--- config.mk ---
export PLATFORM = sky130hd
export DESIGN_NAME = audio_sample_feeder
export DESIGN_NICKNAME = d
export VERILOG_FILES = /design/src/rtl/audio_sample_feeder.sv
export SDC_FILE = /design/constraint.sdc
export NUM_CORES = 2
export LEC_CHECK = 0
export ABC_CLOCK_PERIOD_IN_PS = 4800
export BUFFER_PORTS_ARGS = -buffer_cell sky130_fd_sc_hd__buf_2
export CAP_MARGIN = 20
export CORE_MARGIN = 2
export CORE_UTILIZATION = 45
export CTS_CLUSTER_DIAMETER = 100
export DETAILED_ROUTE_END_ITERATION = 16
export MAX_ROUTING_LAYER = met4
export SYNTH_ARGS = -nofsm -noshare
export SYNTH_HDL_FRONTEND = slang
export SYNTH_SLANG_ARGS = --single-unit
--- constraint.sdc ---
create_clock -name i_clock -period 4.8 [get_ports i_clock]
set_input_delay 0 -clock i_clock [delete_from_list [all_inputs] [get_ports i_clock]]
set_output_delay 0 -clock i_clock [all_outputs]
set_load 0.1 [all_outputs]
--- src/rtl/audio_sample_feeder.sv ---
// PCM word FIFO feeding the I2S serializer: pops one word per busy 1->0 edge.
// Build option AUDIO_FEEDER_HOLD_ON_UNDERRUN_EN repeats the last word on underrun instead of emitting 0.
module audio_sample_feeder #(
  parameter int DEPTH_LOG2 = 8,
  parameter int LOW_WATER  = 64
) (
  input  logic                  i_clock,
  input  logic                  i_reset,
  input  logic                  i_request,
  input  logic [15:0]           i_wdata,
  output logic                  o_ready,
  output logic [DEPTH_LOG2:0]   o_level,
  output logic                  o_low_water,
  input  logic                  i_clear,
  output logic                  o_overflow,
  output logic [15:0]           o_underrun_count,
  input  logic                  i_busy,
  output logic [15:0]           o_sample
);

  localparam int DATA_W = 16;
  localparam int LW     = DEPTH_LOG2 + 1;
  localparam logic [LW-1:0]         DEPTH   = LW'(1) << DEPTH_LOG2;
  localparam logic [LW-1:0]         ONE_L   = LW'(1);
  localparam logic [DEPTH_LOG2-1:0] ONE_P   = DEPTH_LOG2'(1);
  localparam logic                  LOW_RST = (LOW_WATER > 0);

  logic [DATA_W-1:0]     mem [0:(1<<DEPTH_LOG2)-1];
  logic [DEPTH_LOG2-1:0] wr_ptr, rd_ptr;
  logic [LW-1:0]         level, level_nxt;
  logic                  busy_q;
  logic                  pop_p0, wr_ok, rd_ok, underrun, empty, full;

  function automatic logic [15:0] sat_inc(input logic [15:0] cnt);
    return (cnt == 16'hFFFF) ? cnt : cnt + 16'd1;
  endfunction

  function automatic logic [DATA_W-1:0] underrun_word(input logic [DATA_W-1:0] prev);
`ifdef AUDIO_FEEDER_HOLD_ON_UNDERRUN_EN
    return prev;
`else
    return (prev & '0);
`endif
  endfunction

  // Stage 0: word-boundary detect and FIFO accept/pop decisions
  always_comb begin
    pop_p0   = !i_busy && busy_q;
    empty    = (level == '0);
    full     = (level == DEPTH);
    wr_ok    = i_request && (!full || pop_p0);
    rd_ok    = pop_p0 && !empty;
    underrun = pop_p0 && empty;
    level_nxt = level;
    unique case ({wr_ok, rd_ok})
      2'b10:   level_nxt = level + ONE_L;
      2'b01:   level_nxt = level - ONE_L;
      default: level_nxt = level;
    endcase
  end

  // Stage 1: registered FIFO state, flags and presented sample
  always_ff @(posedge i_clock or negedge i_reset) begin
    if (!i_reset) begin
      wr_ptr           <= '0;
      rd_ptr           <= '0;
      level            <= '0;
      busy_q           <= 1'b1;
      o_ready          <= 1'b1;
      o_low_water      <= LOW_RST;
      o_overflow       <= 1'b0;
      o_underrun_count <= '0;
      o_sample         <= '0;
    end else begin
      busy_q <= i_busy;
      if (i_clear) begin
        wr_ptr           <= '0;
        rd_ptr           <= '0;
        level            <= '0;
        o_ready          <= 1'b1;
        o_low_water      <= LOW_RST;
        o_overflow       <= 1'b0;
        o_underrun_count <= '0;
      end else begin
        if (wr_ok) wr_ptr <= wr_ptr + ONE_P;
        if (rd_ok) rd_ptr <= rd_ptr + ONE_P;
        level       <= level_nxt;
        o_ready     <= (level_nxt != DEPTH);
        o_low_water <= (32'(level_nxt) < LOW_WATER);
        if (i_request && !wr_ok) o_overflow <= 1'b1;
        if (rd_ok) begin
          o_sample <= mem[rd_ptr];
        end else if (underrun) begin
          o_sample         <= underrun_word(o_sample);
          o_underrun_count <= sat_inc(o_underrun_count);
        end
      end
    end
  end

  // Storage is data only; never reset
  always_ff @(posedge i_clock) begin
    if (wr_ok && !i_clear) mem[wr_ptr] <= i_wdata;
  end

  assign o_level = level;

endmodule

# After elaboration in Yosys (flattened, before gate mapping)
# Memory sizes are Yosys's and may differ from the RTL's.
# Index checks and enable logic that the tools add are counted.
# totals
mem_count	1
in_bits	21
ramBits	4096
out_inout_bits	44
regBits	61
# memory_table
memory	depth	width	rd	rd_clocked_by_memory_dff	wr	line	rtl
mem	256	16	1	0	1	28	logic [DATA_W-1:0] mem [0:(1<<DEPTH_LOG2)-1];
# op_classes
bitwise_logic	1
mux	18
add_sub_neg	5
magnitude_cmp	1
eq_ne	7
n_reduce_logical	20
# op_table
operator	n
$mux W16	6
$mux W8	4
$pmux W9 S2	1
$add A16 B1 Y16 const B	1
$add A8 B1 Y8 const B	2
$eq A16 B16 Y1 const B	1
$reduce_bool A2 Y1	5
$add A9 B1 Y9 const B	1
$eq A9 B9 Y1 const B	1
$logic_not A9 Y1	1
$lt A9 B7 Y1 const B	1
$mux W9	1
$ne A9 B9 Y1 const B	1
$sub A9 B1 Y9 const B	1
$logic_and A1 B1 Y1	6
$mux W1	6
$logic_not A1 Y1	5
$ne A2 B2 Y1 const B	2
$reduce_and A3 Y1	1
$eq A2 B1 Y1 const B	1
$eq A2 B2 Y1 const B	1
$reduce_and A2 Y1	1
$logic_or A1 B1 Y1	1
$not A1 Y1	1

# Depth between registers and ports, before layout
# logic_depth
word_depth	8
mapped_depth	14
depth_no_buf	12

# Worst setup path before layout
# OpenSTA, ideal clock, no wires.
# synth_path
path_type	flip-flop to flip-flop
from	register level[5], in the netlist o_level[5]
to	register level[8], in the netlist o_level[8]
arrival_time_ns	4.533
path_stages_with_launch	12
synth_period_minus_slack_ns	4.660
path_slack_ns	0.140
cell_sequence	dfrtp_1 -> or4_4 -> o41ai_2 -> ha_1 -> ha_1 -> a21o_1 -> a21oi_1 -> o21bai_1 -> a2111oi_0 -> o211ai_1 -> and4_1 -> or2_2
# synth_between
elab_chain_len	7
# synth_lines
element	line	rtl
from (decl)	30	logic [LW-1:0] level, level_nxt;
from (signal assigned)	87	level <= level_nxt;
branches (longest 5 deep; another with $sub A9 B1 Y9)	-	
$pmux W9 S2 *	55	unique case ({wr_ok, rd_ok})
$mux W9 *	76	if (i_clear) begin
# Mark *: on every way between the ends.
# A chain may end at the register's enable or synchronous reset.

# Final worst setup path
# layout_path
from	register rd_ptr[0]
to	register o_sample[15]
# layout_between
elab_chain_len	2
# layout_lines
element	line	rtl
from (decl)	29	logic [DEPTH_LOG2-1:0] wr_ptr, rd_ptr;
from (signal assigned)	86	if (rd_ok) rd_ptr <= rd_ptr + ONE_P;
$mem_v2 Z256 W16	-	
$mux W16	91	if (rd_ok) begin
to (signal assigned)	92	o_sample <= mem[rd_ptr];
to (signal assigned)	94	o_sample <= underrun_word(o_sample);
to (decl)	18	output logic [15:0] o_sample
# Every way passes these cells.

==> metrics <==
status finished, final reports clean; initial core utilization 45.3%; CTS Buf Count 417; Pint 62.9 mW; CP Max Fanout 19; Worst setup SP type register; Post-Synthesis Net Count 7573; #FFs+latches synth 4157; clock group share of total power 38.1%; Routed WL 458000 um; post-route cell area 0.184 mm2; CP Buf/Inv Count 3; # Post-CTS Setup Buffers 0; measured slew at the worst slew-check pin 1470 ps; area grow syn2layout 14.0%; Post-synth EDFFs 4096; number of global-route vias before repair 80400; Pre-antenna DRT Iters 5; layout net count 8239; Die H 603 um; Fin. Hold Viols 0; sw power 20.3 mW; Distinct cells, synth 90; cells on worst reg2reg path 9; Reg power frac 48.4%; Mapped Cells 7537; cell family with most CP delay compound AO/OA/AOI/OAI gates; CTS HTree Levels 5; period utilization 92.9%; DRC 0; die width 603 um; Cells on Worst Hold Path 2; Hold/Removal Path Class input pin to register; Area after DPL 0.170 mm2; Max clock buf depth 4; CP arrival 5270 ps; RR Startpoint rd_ptr[0]$_DFFE_PN0P_; post-synthesis sequential area ratio 77.1%; most common cell after layout, fill and taps aside edfxtp_1; GPL Wtd Cong 0.902; sequential cell area 0.125 mm2; gr usage total 25.8%; CTS root buf clkbuf_16; most frequent cells in the layout 4096 x edfxtp_1, 826 x mux4_2, 535 x buf_4, 424 x clkbuf_16, 390 x mux2i_1; synthesized area 0.161 mm2; Crit Path Class register to register; Primary FF master, synth edfxtp_1; hpwl dp 275000 um; initial antenna violation count 23; RSZ-0062 raised after global routing false; Sw Ratio 24.4%; CP peak stage delay 910 ps; largest net degree at the start of global routing 169; Async S/R FF share, synth 1.47%; final non-filler cell total 13300; pwr/cell area 452 mW/mm2; total placed cells including tap cells 12500; critical path's slowest cell dfrtp_4; Max transition margin 2.04%; Mean Syn Cell Area 21.4 um2; CP cell instances buf_12, buf_12, buf_4, mux4_2, a22o_1, a221oi_1, a221oi_1, nor3_1, o41ai_1; worst skew pair latency 990 ps; Num Clock Sinks 4157; multi-input logic area 0.0340 mm2; DR vias/cell 6.21; final setup vio count 0; CTS tree yes; critical path depth 9; Worst IR Drop VDD 0.336 mV; total power 83.2 mW; fraction of layout cells with a size suffix above 1 26.5%; post-route clock skew 57.9 ps; die area 0.364 mm2; element type at the critical path end register; clock-pin slew on the worst setup and hold paths 60 ps; # IOs 65; Required @ worst endpoint 5610 ps; logic gate share of total power 13.5%; Min Clock Period, post-route 4460 ps; worst hold start i_wdata[14]; Setup crit start rd_ptr[0]$_DFFE_PN0P_; Max-Cap Viols 0; Placeable Area 0.356 mm2; Leak 56.6 nW; std cell rows 219; grt total ovfl 0; Vias 82800; YS warnings 0; first-pass GRT wire length 641000 um; Fmax 224 MHz; Detailed Route Iter0 Violations 12100; Avg WL per Cell 34.4 um; post-CTS sizing 0; Max Slew Vio Count 0; Filler Cells Inserted 27700; I/O Buffers 64; Final ANT Viol Nets 0
==> sequential cells by signal, indices dropped and copies added (netlist names) <==
signal / count
o_ready: 1
mem: 4096
o_sample: 16
busy_q: 1
o_underrun_count: 16
o_overflow: 1
wr_ptr: 8
rd_ptr: 8
o_low_water: 1
o_level: 9
==> logic make-up after synthesis <==
group	after synthesis	synth area share [%]
muxes	1315	15.1
buffers and inverters	461	1.99
and+or+nand+nor	820	2.23
AOI/OAI and AO/OA	738	3.22
DFF	4157	77.1
xor gates and xnor gates	31	0.168
adders and majority gates	15	0.121
==> per-stage QoR <==
stage | setup TNS [ps] | utilization [%] | worst slack [ps] | hold WS, ps
final | 0 | 51.6 | 339 | 31.0
after global routing | 0 | 51.6 | 286 | 16.3
after CTS | 0 | 51.6 | 527 | 2.07
after detailed placement | 0 | 47.8 | 529 | -175
after global placement | -26.7 | 47.8 | -26.7 | -178
after floorplan | 0 | - | 140 | -296
==> timing repair <==
item	CTS	global route
setup endpoints to repair	0	0
endpoints found under the hold margin	2350	0
hold buffers	26	0
==> worst paths after layout <==
check | end | slack (ps)
max | o_sample[15]$_DFFE_PN0P_ | 340
max in group asynchronous | rd_ptr[3]$_DFFE_PN0P_ | 2720
min reg2reg | o_sample[11]$_DFFE_PN0P_ | 490
min in group asynchronous | o_underrun_count[11]$_DFFE_PN0P_ | 600
max reg2reg | o_sample[15]$_DFFE_PN0P_ | 340
min | mem[85][14]$_DFFE_PP_ | 30
==> cells in the mapped netlist (all sizes together), types with 14 or more instances <==
| master | number | share of area (%) |
|---|---|---|
| a2111oi | 19 | 0.11 |
| mux2i | 390 | 2.4 |
| o21ai | 70 | 0.22 |
| nand2 | 201 | 0.47 |
| xor2 | 15 | 0.081 |
| ha | 14 | 0.11 |
| mux2 | 45 | 0.31 |
| a22oi | 71 | 0.33 |
| a21oi | 132 | 0.41 |
| mux4 | 880 | 12 |
| a211oi | 41 | 0.19 |
| nand4 | 20 | 0.078 |
| edfxtp | 4096 | 76 |
| a221oi | 40 | 0.22 |
| clkbuf | 139 | 0.34 |
| xnor2 | 16 | 0.087 |
| nor2b | 22 | 0.085 |
| o221ai | 80 | 0.43 |
| a31oi | 22 | 0.085 |
| nor4 | 19 | 0.083 |
| nand3 | 39 | 0.12 |
| buf | 306 | 1.6 |
| dfrtp | 58 | 0.90 |
| or3 | 14 | 0.055 |
| o22ai | 141 | 0.55 |
| nor2 | 391 | 0.91 |
| nor3 | 54 | 0.17 |
| a22o | 29 | 0.16 |
==> layout make-up <==
type	count	area share [%]
inverters	13	0.0333
multi-input cells	2919	18.5
well taps	4751	3.23
clock buffers	526	6.07
flip-flops and latches	4157	67.7
repair buffers	695	3.32
clock inverters	249	1.14
diodes	13	0.0177
==> routing by layer <==
layer | vias up | GRT usage, % | part of all wire [%]
met4 | 0 | 7.58 | 3.3
met1 | 44500 | 36.1 | 40
met5 | - | - | 0
met3 | 678 | 5.27 | 10
met2 | 4546 | 38.5 | 46
li1 | 33100 | - | -
==> power groups by stage <==
stage | sequential, mW | clock, mW | combinational (mW)
after detailed placement | 41.0 | 0 | 11.3
final | 40.3 | 31.7 | 11.2
after floorplan | 41.5 | 0 | 7.70
after global placement | 41.0 | 0 | 11.2
after global routing | 40.2 | 33.6 | 11.8
after CTS | 40.2 | 32.1 | 11.3
No activity file was read; power rests on OpenSTA's default activity.
